### config.mk
export PLATFORM = sky130hd
export DESIGN_NAME = mul_post
export DESIGN_NICKNAME = d
export VERILOG_FILES = /design/src/rtl/mul_pkg.sv /design/src/rtl/mul_post_fifo.sv /design/src/rtl/mul_post.sv
export SDC_FILE = /design/constraint.sdc
export NUM_CORES = 1
export LEC_CHECK = 0
export CORE_UTILIZATION = 55
export CTS_BUF_LIST = sky130_fd_sc_hd__clkbuf_4 sky130_fd_sc_hd__clkbuf_8
export CTS_CLUSTER_SIZE = 25
export DETAILED_ROUTE_END_ITERATION = 7
export GPL_ROUTABILITY_DRIVEN = 0
export PLACE_DENSITY_LB_ADDON = 0.05
export SYNTH_ARGS = -nofsm -noshare
export SYNTH_HDL_FRONTEND = slang
export SYNTH_SLANG_ARGS = --single-unit
### constraint.sdc
create_clock -name clk_i -period 3 [get_ports clk_i]
set_input_delay 0.45 -clock clk_i [delete_from_list [all_inputs] [get_ports clk_i]]
set_output_delay 0.45 -clock clk_i [all_outputs]
set_load 0.01 [all_outputs]
### src/rtl/mul_pkg.sv
// Shared types for the shift-add multiplier: opcodes, per-request sideband, register-index width.
package mul_pkg;

  localparam int unsigned REG_W = 5;

  typedef enum logic [1:0] {
    OP_MUL    = 2'b00,
    OP_MULH   = 2'b01,
    OP_MULHSU = 2'b10,
    OP_MULHU  = 2'b11
  } mul_op_e;

  typedef struct packed {
    mul_op_e          op;
    logic             neg;
    logic [REG_W-1:0] rd;
    logic             valid;
  } mul_sb_t;

endpackage

### src/rtl/mul_post_fifo.sv
// DEPTH-entry in-order FIFO with synchronous flush; head is read combinationally from storage.
// Writes while full and pops while empty are dropped; flush overrides both in the same cycle.
module mul_post_fifo #(
  parameter int unsigned W     = 37,
  parameter int unsigned DEPTH = 4
) (
  input  logic         clk_i,
  input  logic         rst_ni,
  input  logic         flush_i,
  input  logic         push_i,
  input  logic [W-1:0] data_i,
  input  logic         pop_i,
  output logic [W-1:0] data_o,
  output logic         full_o,
  output logic         empty_o
);

  localparam int unsigned AW = $clog2(DEPTH);

  logic [W-1:0] mem_q [DEPTH];
  logic [AW:0]  wr_ptr_q, wr_ptr_d;
  logic [AW:0]  rd_ptr_q, rd_ptr_d;
  logic         push_ok, pop_ok;

  // Extra pointer MSB distinguishes full from empty when the indices match.
  assign full_o  = (wr_ptr_q[AW] != rd_ptr_q[AW]) && (wr_ptr_q[AW-1:0] == rd_ptr_q[AW-1:0]);
  assign empty_o = (wr_ptr_q == rd_ptr_q);
  assign push_ok = push_i && !full_o;
  assign pop_ok  = pop_i && !empty_o;
  assign data_o  = mem_q[rd_ptr_q[AW-1:0]];

  always_comb begin
    wr_ptr_d = wr_ptr_q;
    rd_ptr_d = rd_ptr_q;
    if (flush_i) begin
      wr_ptr_d = '0;
      rd_ptr_d = '0;
    end else begin
      if (push_ok) wr_ptr_d = wr_ptr_q + (AW+1)'(1);
      if (pop_ok)  rd_ptr_d = rd_ptr_q + (AW+1)'(1);
    end
  end

  always_ff @(posedge clk_i or negedge rst_ni) begin
    if (!rst_ni) begin
      wr_ptr_q <= '0;
      rd_ptr_q <= '0;
      for (int i = 0; i < int'(DEPTH); i++) mem_q[i] <= '0;
    end else begin
      wr_ptr_q <= wr_ptr_d;
      rd_ptr_q <= rd_ptr_d;
      if (push_ok && !flush_i) mem_q[wr_ptr_q[AW-1:0]] <= data_i;
    end
  end

endmodule

### src/rtl/mul_post.sv
// Multiplier writeback stage: sideband delay line, sign fix, lo/hi select, result FIFO, issue credits.
// Result enters FIFO STAGES cycles after issue; credits stall issue so the FIFO never overflows. MUL_POST_CHECK_EN adds err_o.
module mul_post
  import mul_pkg::*;
#(
  parameter int unsigned XLEN   = 32,
  parameter int unsigned STAGES = 32,
  parameter int unsigned DEPTH  = 4
) (
  input  logic              clk_i,
  input  logic              rst_ni,
  input  logic              flush_i,
  input  logic              issue_valid_i,
  output logic              issue_ready_o,
  input  logic [1:0]        issue_op_i,
  input  logic              issue_neg_i,
  input  logic [REG_W-1:0]  issue_rd_i,
  input  logic              pipe_ready_i,
  input  logic [2*XLEN:0]   pipe_acc_i,
  output logic              wb_valid_o,
  input  logic              wb_ready_i,
  output logic [XLEN-1:0]   wb_data_o,
  output logic [REG_W-1:0]  wb_rd_o
`ifdef MUL_POST_CHECK_EN
  ,
  output logic              err_o
`endif
);

  localparam int unsigned PW = 2 * XLEN;
  localparam int unsigned FW = XLEN + REG_W;
  localparam int unsigned CW = $clog2(DEPTH + 1);

  mul_sb_t           sb_q [STAGES];
  mul_sb_t           sb_d [STAGES];
  mul_sb_t           tail;
  logic [CW-1:0]     credit_q, credit_d;
  logic              issue_acc, wb_pop;
  logic              fifo_full, fifo_empty;
  logic [PW-1:0]     prod, res;
  logic [XLEN-1:0]   wr_data;
  logic [FW-1:0]     fifo_head;
  logic              unused_acc_msb;

  assign tail          = sb_q[STAGES-1];
  assign issue_ready_o = (credit_q != '0);
  assign issue_acc     = issue_valid_i && issue_ready_o;
  assign wb_valid_o    = !fifo_empty;
  assign wb_pop        = wb_valid_o && wb_ready_i;
  assign unused_acc_msb = pipe_acc_i[PW];

  always_comb begin
    sb_d    = sb_q;
    sb_d[0] = '{op: mul_op_e'(issue_op_i), neg: issue_neg_i, rd: issue_rd_i, valid: issue_acc};
    for (int i = 1; i < int'(STAGES); i++) sb_d[i] = sb_q[i-1];
    if (flush_i) begin
      for (int i = 0; i < int'(STAGES); i++) sb_d[i].valid = 1'b0;
    end
  end

  always_ff @(posedge clk_i or negedge rst_ni) begin
    if (!rst_ni) begin
      for (int i = 0; i < int'(STAGES); i++) sb_q[i] <= '0;
    end else begin
      sb_q <= sb_d;
    end
  end

  // The cell chain produces an unsigned magnitude; negate it here when the true product is negative.
  always_comb begin
    prod    = pipe_acc_i[PW-1:0];
    res     = tail.neg ? (~prod + PW'(1)) : prod;
    wr_data = (tail.op == OP_MUL) ? res[XLEN-1:0] : res[PW-1:XLEN];
  end

  mul_post_fifo #(
    .W     (FW),
    .DEPTH (DEPTH)
  ) u_fifo (
    .clk_i   (clk_i),
    .rst_ni  (rst_ni),
    .flush_i (flush_i),
    .push_i  (tail.valid),
    .data_i  ({wr_data, tail.rd}),
    .pop_i   (wb_pop),
    .data_o  (fifo_head),
    .full_o  (fifo_full),
    .empty_o (fifo_empty)
  );

  assign wb_data_o = fifo_head[FW-1:REG_W];
  assign wb_rd_o   = fifo_head[REG_W-1:0];

  always_comb begin
    credit_d = credit_q;
    if (flush_i) begin
      credit_d = CW'(DEPTH);
    end else if (issue_acc && !wb_pop) begin
      credit_d = credit_q - CW'(1);
    end else if (wb_pop && !issue_acc) begin
      credit_d = credit_q + CW'(1);
    end
  end

  always_ff @(posedge clk_i or negedge rst_ni) begin
    if (!rst_ni) credit_q <= CW'(DEPTH);
    else         credit_q <= credit_d;
  end

`ifdef MUL_POST_CHECK_EN
  logic err_q, err_d;

  always_comb begin
    err_d = err_q;
    if ((pipe_ready_i != tail.valid) || (tail.valid && fifo_full)) err_d = 1'b1;
  end

  always_ff @(posedge clk_i or negedge rst_ni) begin
    if (!rst_ni) err_q <= 1'b0;
    else         err_q <= err_d;
  end

  assign err_o = err_q;
`else
  logic unused_pipe_ready;
  assign unused_pipe_ready = pipe_ready_i ^ fifo_full;
`endif

endmodule

==> results.toml, run 1 <==
[finish]
antenna_cells = 0
final_nets = 1740
fin_area_um2 = 21100
fin_cells = 2090
area.growth.synth_to_final_pct = 25.8
layout-drive-gt1-share = 0.212

[hold_path]
hold_depth = 1
min_from = "issue_op_i[0]"
worst_hold_path_type = "in -> reg"
holdPathEnd = "sb_d[277]"

[timing]
slew_viol_final = 0
hold_violations = 0
setup_viol = 0
finalCritPeriodShare = 0.960
skew_ns = 0.0353
grt_setup_unrepaired = "false"
timing.fmax_mhz = 347
post-route-min-period_ns = 2.88
tightest_slew_ns = 0.723
max_slew_margin = 0.518

[power]
pwr-share-seq = 0.511
powerDensity_nw_per_um2 = 582
p_clk_frac = 0.423
power.switching_mw = 2.81
p_comb_frac = 0.066
switching_share = 0.230
peakVddDrop_mv = 0.418
power_mw = 12.3
p_int_mw = 9.44
p_leak_nw = 9.35

[worst_setup_path]
crit_arrival_ns = 2.43
ff2ff_setup_slack_ns = 0.62
critPathMaxFanout = 12
cp-end-kind = "output pin"
startpoint_type = "register"
path_class = "reg -> out"
critical_path_required_ns = 2.55
crit_path_max_incr_delay_ns = 0.57
crit-reg2reg-launch = "sb_q[8]"
slowest_stage = "dfrtp_4"
r2r_cells = 8
reg2reg_to = "u_fifo.mem_q[103]"
path_cells = "buf_12 -> mux4_2 -> clkdlybuf4s50_1"

[global_route]
grt_pass1_wl_um = 62100
grt_usage = 0.258
grt_pass1_vias = 11866
overflow = 0
grt_antenna_before_repair = 0
grt_max_degree = 86

[synth]
async_reset_ff_frac = 1.00
syn_inst = 1363
yosysTopAreaCell = "dfrtp_1"
synth-main-ff-cell = "dfrtp_1"
synth_cell_types = 71
synth-seq-cells = 445
synth-edff-count = 0
syn_avg_cell_area_um2 = 12.3
yosysSeqAreaShare = 0.665
synth.area.top_cells = "dfrtp_1 (66%), mux4_2 (5.0%), nand2_1 (4.6%)"
netlist_area_um2 = 16800
synth_fp_nets = 1449
ys.warnings.count = 0
synth_top_area_frac = 0.663

[status]
status = "complete, no violations"

[job]
cap_violations = 0

[clocking]
insertion_delay_ns = 0.58
cts_tree = "built"
htree_levels = 3
clockBufferDepth = 3
cts_sinks = 445
cts_made_buffers = 70
post_cts_buffers = 0
clk_pin_slew_ns = 0.06
cts-root-buf = "clkbuf_8"

[route]
vias = 11623
avgRoutedWirePerCell_um = 18.3
drt_iter0_markers = 791
vias_per_cell = 5.56
first_pass_iters = 5
remaining_drc_errors = 0
antenna_left = 0
drt_wl_total_um = 38300

[placed_design]
port_buffers = 115
dp_hpwl_um = 26100
postPlaceCellArea_um2 = 19600
dp_cells = 1971

[die]
dieArea_um2 = 31200
num_rows = 63
start_util = 0.562
core-area_um2 = 29800
ios = 118
dieWidth_um = 177
die_h_um = 177
==> per-layer routing <==
metal	GRT usage	wire length [um]	vias to the layer above
met5	0	0	-
met4	0.110	1340	0
met3	0.0431	2100	85
met2	0.398	17900	357
met1	0.365	16900	5762
li1	-	-	5419
==> flip-flops by register name, indices dropped and copies added, names as in the netlist <==
name and count:
sb_d 248, u_fifo.mem_q 148, sb_q 40, credit_q 3, u_fifo.rd_ptr_q 3, u_fifo.wr_ptr_q 3
==> worst max path at each step <==
stage	startpoint	endpoint
floorplan	pipe_acc_i[0]	u_fifo.mem_q[101]
global placement	pipe_acc_i[0]	u_fifo.mem_q[64]
detailed placement	pipe_acc_i[0]	u_fifo.mem_q[138]
CTS	u_fifo.rd_ptr_q[0]	wb_data_o[14]
global route	u_fifo.rd_ptr_q[0]	wb_data_o[14]
finish	u_fifo.rd_ptr_q[0]	wb_data_o[26]
==> worst max-delay path: cells and delay by family, from the launching register on <==
family | cells | cell delay (ns)
muxes | 1 | 0.57
buffers and inverters | 2 | 0.71
DFF | 1 | 0.57
==> cells in the final DEF (no fill, tap or decap), drive strengths merged, types with 6 or more instances in the layout <==
cell             n
a211oi          10
o311ai           6
or3             23
nand2          204
nor2            92
nand3           21
and3             9
nor3            36
buf            173
xnor2           16
nor4            27
o211ai           8
clkbuf         107
dfrtp          444
nor2b           31
inv             13
mux4            37
o21ai          101
clkdlybuf4s50  114
o31ai           11
a31oi            6
and4             8
a21oi           56
or4             19
or2              6
mux2i           11
o41ai            6
xor2             8
nand4           20
nand2b           6
clkinv           6
ha               6
==> power groups by stage <==
stage | clock, mW | combinational [mW] | sequential (mW)
2_1_floorplan | 0 | 0.281 | 6.34
3_3_place_gp | 0 | 0.799 | 6.36
3_5_place_dp | 0 | 0.813 | 6.37
4_1_cts | 5.34 | 0.818 | 6.27
5_1_grt | 5.61 | 0.894 | 6.28
6_report | 5.18 | 0.814 | 6.26
==> area by class of cell <==
cell class | instances | area (um^2)
tap | 390 | 488
fill | 2127 | 8720
sequential | 445 | 11100
timing repair buffer | 288 | 2590
multi-input combinational | 841 | 5360
inverter | 8 | 30.0
clock buffer | 107 | 1350
clock inverter | 11 | 119
==> through the flow <==
stage | hold WS, ns | setup TNS [ns] | utilization | setup slack [ns]
finish | 0.308 | 0 | 0.707 | 0.120
global placement | 0.332 | -12.67 | 0.658 | -0.370
global route | 0.273 | 0 | 0.707 | 0.0242
detailed placement | 0.335 | -14.17 | 0.658 | -0.334
CTS | 0.265 | 0 | 0.707 | 0.0573
floorplan | 0.154 | 0 | - | 0.181
==> kinds of logic after synthesis <==
family,after synthesis,share of synthesized area
muxes,51,0.0583
xor gates and xnor gates,24,0.0125
AOI/OAI and AO/OA,236,0.0852
buffers and inverters,77,0.0173
and+or+nand+nor,523,0.156
adders and majority gates,7,0.00567
DFF,445,0.665
==> Yosys cell counts, drive strengths merged (20+ instances only) <==
library cell  count
dfrtp           444
clkbuf           62
nand3            21
mux4             37
nor2b            31
a21oi            56
o21ai           101
nand4            20
nand2           204
or3              23
nor3             36
nor4             27
nor2             92
==> repair_timing <==
| item | CTS | global route |
|---|---|---|
| hold endpoints to repair | 78 | 0 |
| hold buffers | 1 | 0 |
| gates resized for setup | 1 | 0 |
| endpoints found under the setup margin | 2 | 0 |
Power figures use the tool's default switching activity.
==> run 2: changes to the inputs <==
--- a/config.mk
+++ b/config.mk
@@ -5,11 +5,11 @@
 export SDC_FILE = /design/constraint.sdc
 export NUM_CORES = 1
 export LEC_CHECK = 0
-export CORE_UTILIZATION = 55
+export CAP_MARGIN = 20
+export CORE_UTILIZATION = 61
 export CTS_BUF_LIST = sky130_fd_sc_hd__clkbuf_4 sky130_fd_sc_hd__clkbuf_8
 export CTS_CLUSTER_SIZE = 25
 export DETAILED_ROUTE_END_ITERATION = 7
-export GPL_ROUTABILITY_DRIVEN = 0
 export PLACE_DENSITY_LB_ADDON = 0.05
 export SYNTH_ARGS = -nofsm -noshare
 export SYNTH_HDL_FRONTEND = slang
==> run 2 against run 1 <==
Effect of this change:
- sequential share of layout area rose by 0.14 points
- total power up 0.48%
- combinational power hardly changed
- largest power group unchanged
- worst setup slack got worse by 0.018 ns
- final cell count is 2.3% lower
- utilization is 7.2 points higher
- cell area shrank 0.28%
- fmax decreased by 0.62%
- clock skew increased by 0.0014 ns
- die area down 9.7%
==> results.toml, run 2 (synthesis gave the netlist of run 1 again) <==
[status]
status = "complete, no violations"

[global_route]
grt_usage = 0.300
grt_antenna_before_repair = 0
grt_pass1_wl_um = 64500
overflow = 0
grt_pass1_vias = 12274
grt_max_degree = 93

[placed_design]
dp_cells = 1924
port_buffers = 115
gp_routability_congestion = 0.937
dp_slack_ns = -0.446
dp_hpwl_um = 27200

[clocking]
insertion_delay_ns = 0.60
htree_levels = 3
clk_pin_slew_ns = 0.06
cts_sinks = 445
cts_tree = "built"
cts_made_buffers = 68
clockBufferDepth = 3
cts-root-buf = "clkbuf_8"

[worst_setup_path]
crit_arrival_ns = 2.45
ff2ff_setup_slack_ns = 0.48
cp-end-kind = "output pin"
critPathMaxFanout = 10
critical_path_required_ns = 2.55
path_cells = "buf_4 -> mux4_2 -> clkdlybuf4s50_1"
startpoint_type = "register"
path_class = "reg -> out"
crit_path_max_incr_delay_ns = 0.58
slowest_stage = "mux4_2"

[finish]
final_cell_mix = "dfrtp_1 (443), nand2_1 (204), buf_4 (165)"
layout-drive-gt1-share = 0.212
utilization = 0.780
area.growth.synth_to_final_pct = 25.4
fill_cells = 1613
largest_reg_flops = 248
antenna_cells = 0
final_nets = 1740
fin_cells = 2041
layout_commonest_cell = "dfrtp_1"

[power]
p_leak_nw = 9.36
power_mw = 12.3
powerDensity_nw_per_um2 = 586
peakVddDrop_mv = 0.641

[job]
cap_violations = 0

[route]
vias = 11847
avgRoutedWirePerCell_um = 19.6
first_pass_iters = 8
drt_wl_total_um = 40100
remaining_drc_errors = 0
vias_per_cell = 5.80
antenna_left = 0
drt_iter0_markers = 1032

[timing]
timing.fmax_mhz = 345
tightest_slew_ns = 0.839
post-route-min-period_ns = 2.90
setup_viol = 0
worst_slack_ns = 0.102
max_slew_margin = 0.436
finalCritPeriodShare = 0.966
hold_violations = 0
slew_viol_final = 0
skew_ns = 0.0367

[die]
dieArea_um2 = 28100
ios = 118
die_h_um = 168
core-area_um2 = 27000
start_util = 0.622
num_rows = 60
dieWidth_um = 168

[hold_path]
worst_hold_path_type = "in -> reg"
[run 2: path summary, 6_finish.rpt]
kind                            cells past startpoint                from           endpoint
worst min register to register                      0           sb_d[169]          sb_d[160]
min in group asynchronous                           2              rst_ni  u_fifo.mem_q[120]
worst min-delay path                                1       issue_rd_i[0]          sb_d[271]
max in group asynchronous                           4              rst_ni          sb_d[121]
worst max register to register                      6             sb_q[6]   u_fifo.mem_q[51]
worst max-delay path                                3  u_fifo.rd_ptr_q[0]      wb_data_o[23]
[run 2: report_power, final]
part	switching (mW)	internal, mW
clock network	2.28	2.96
logic	0.473	0.340
registers	0.0698	6.20
total	2.83	9.49
[run 2: repair_timing]
action	CTS	global route
hold endpoints to repair	47	0
setup buffers	0	0
hold buffers	1	0
setup endpoints to repair	0	4
gates resized for setup	0	1
[run 2: stage by stage]
step           setup TNS [ns]  cell area (um^2)  hold slack (ns)
2_1_floorplan               0             16800            0.154
3_3_place_gp           -12.55             19500            0.332
3_5_place_dp           -11.29             19500            0.335
4_1_cts                     0             21000            0.259
5_1_grt              -0.00425             21000            0.255
6_report                    0             21000            0.288
[run 2: routing by layer]
layer	wire, um	GRT usage
met4	1060	0.110
met5	0	0
met3	2100	0.0435
met2	20100	0.500
met1	16800	0.405
[run 2: worst max-delay path, delay by kind of cell, from the launching register on]
| kind | cells | cell delay [ns] |
|---|---|---|
| flip-flops | 1 | 0.46 |
| multiplexers | 1 | 0.58 |
| buffers and inverters | 2 | 0.80 |
[run 2: final cells by class]
cell class | instances | area [um^2] | share of cell area
flip-flops and latches | 445 | 11100 | 0.530
multi-input cells | 841 | 5360 | 0.255
repair buffers | 290 | 2580 | 0.123
clock buffers | 104 | 1330 | 0.0630
well taps | 341 | 427 | 0.0203
clock inverters | 12 | 149 | 0.00708
inverters | 8 | 30.0 | 0.00143
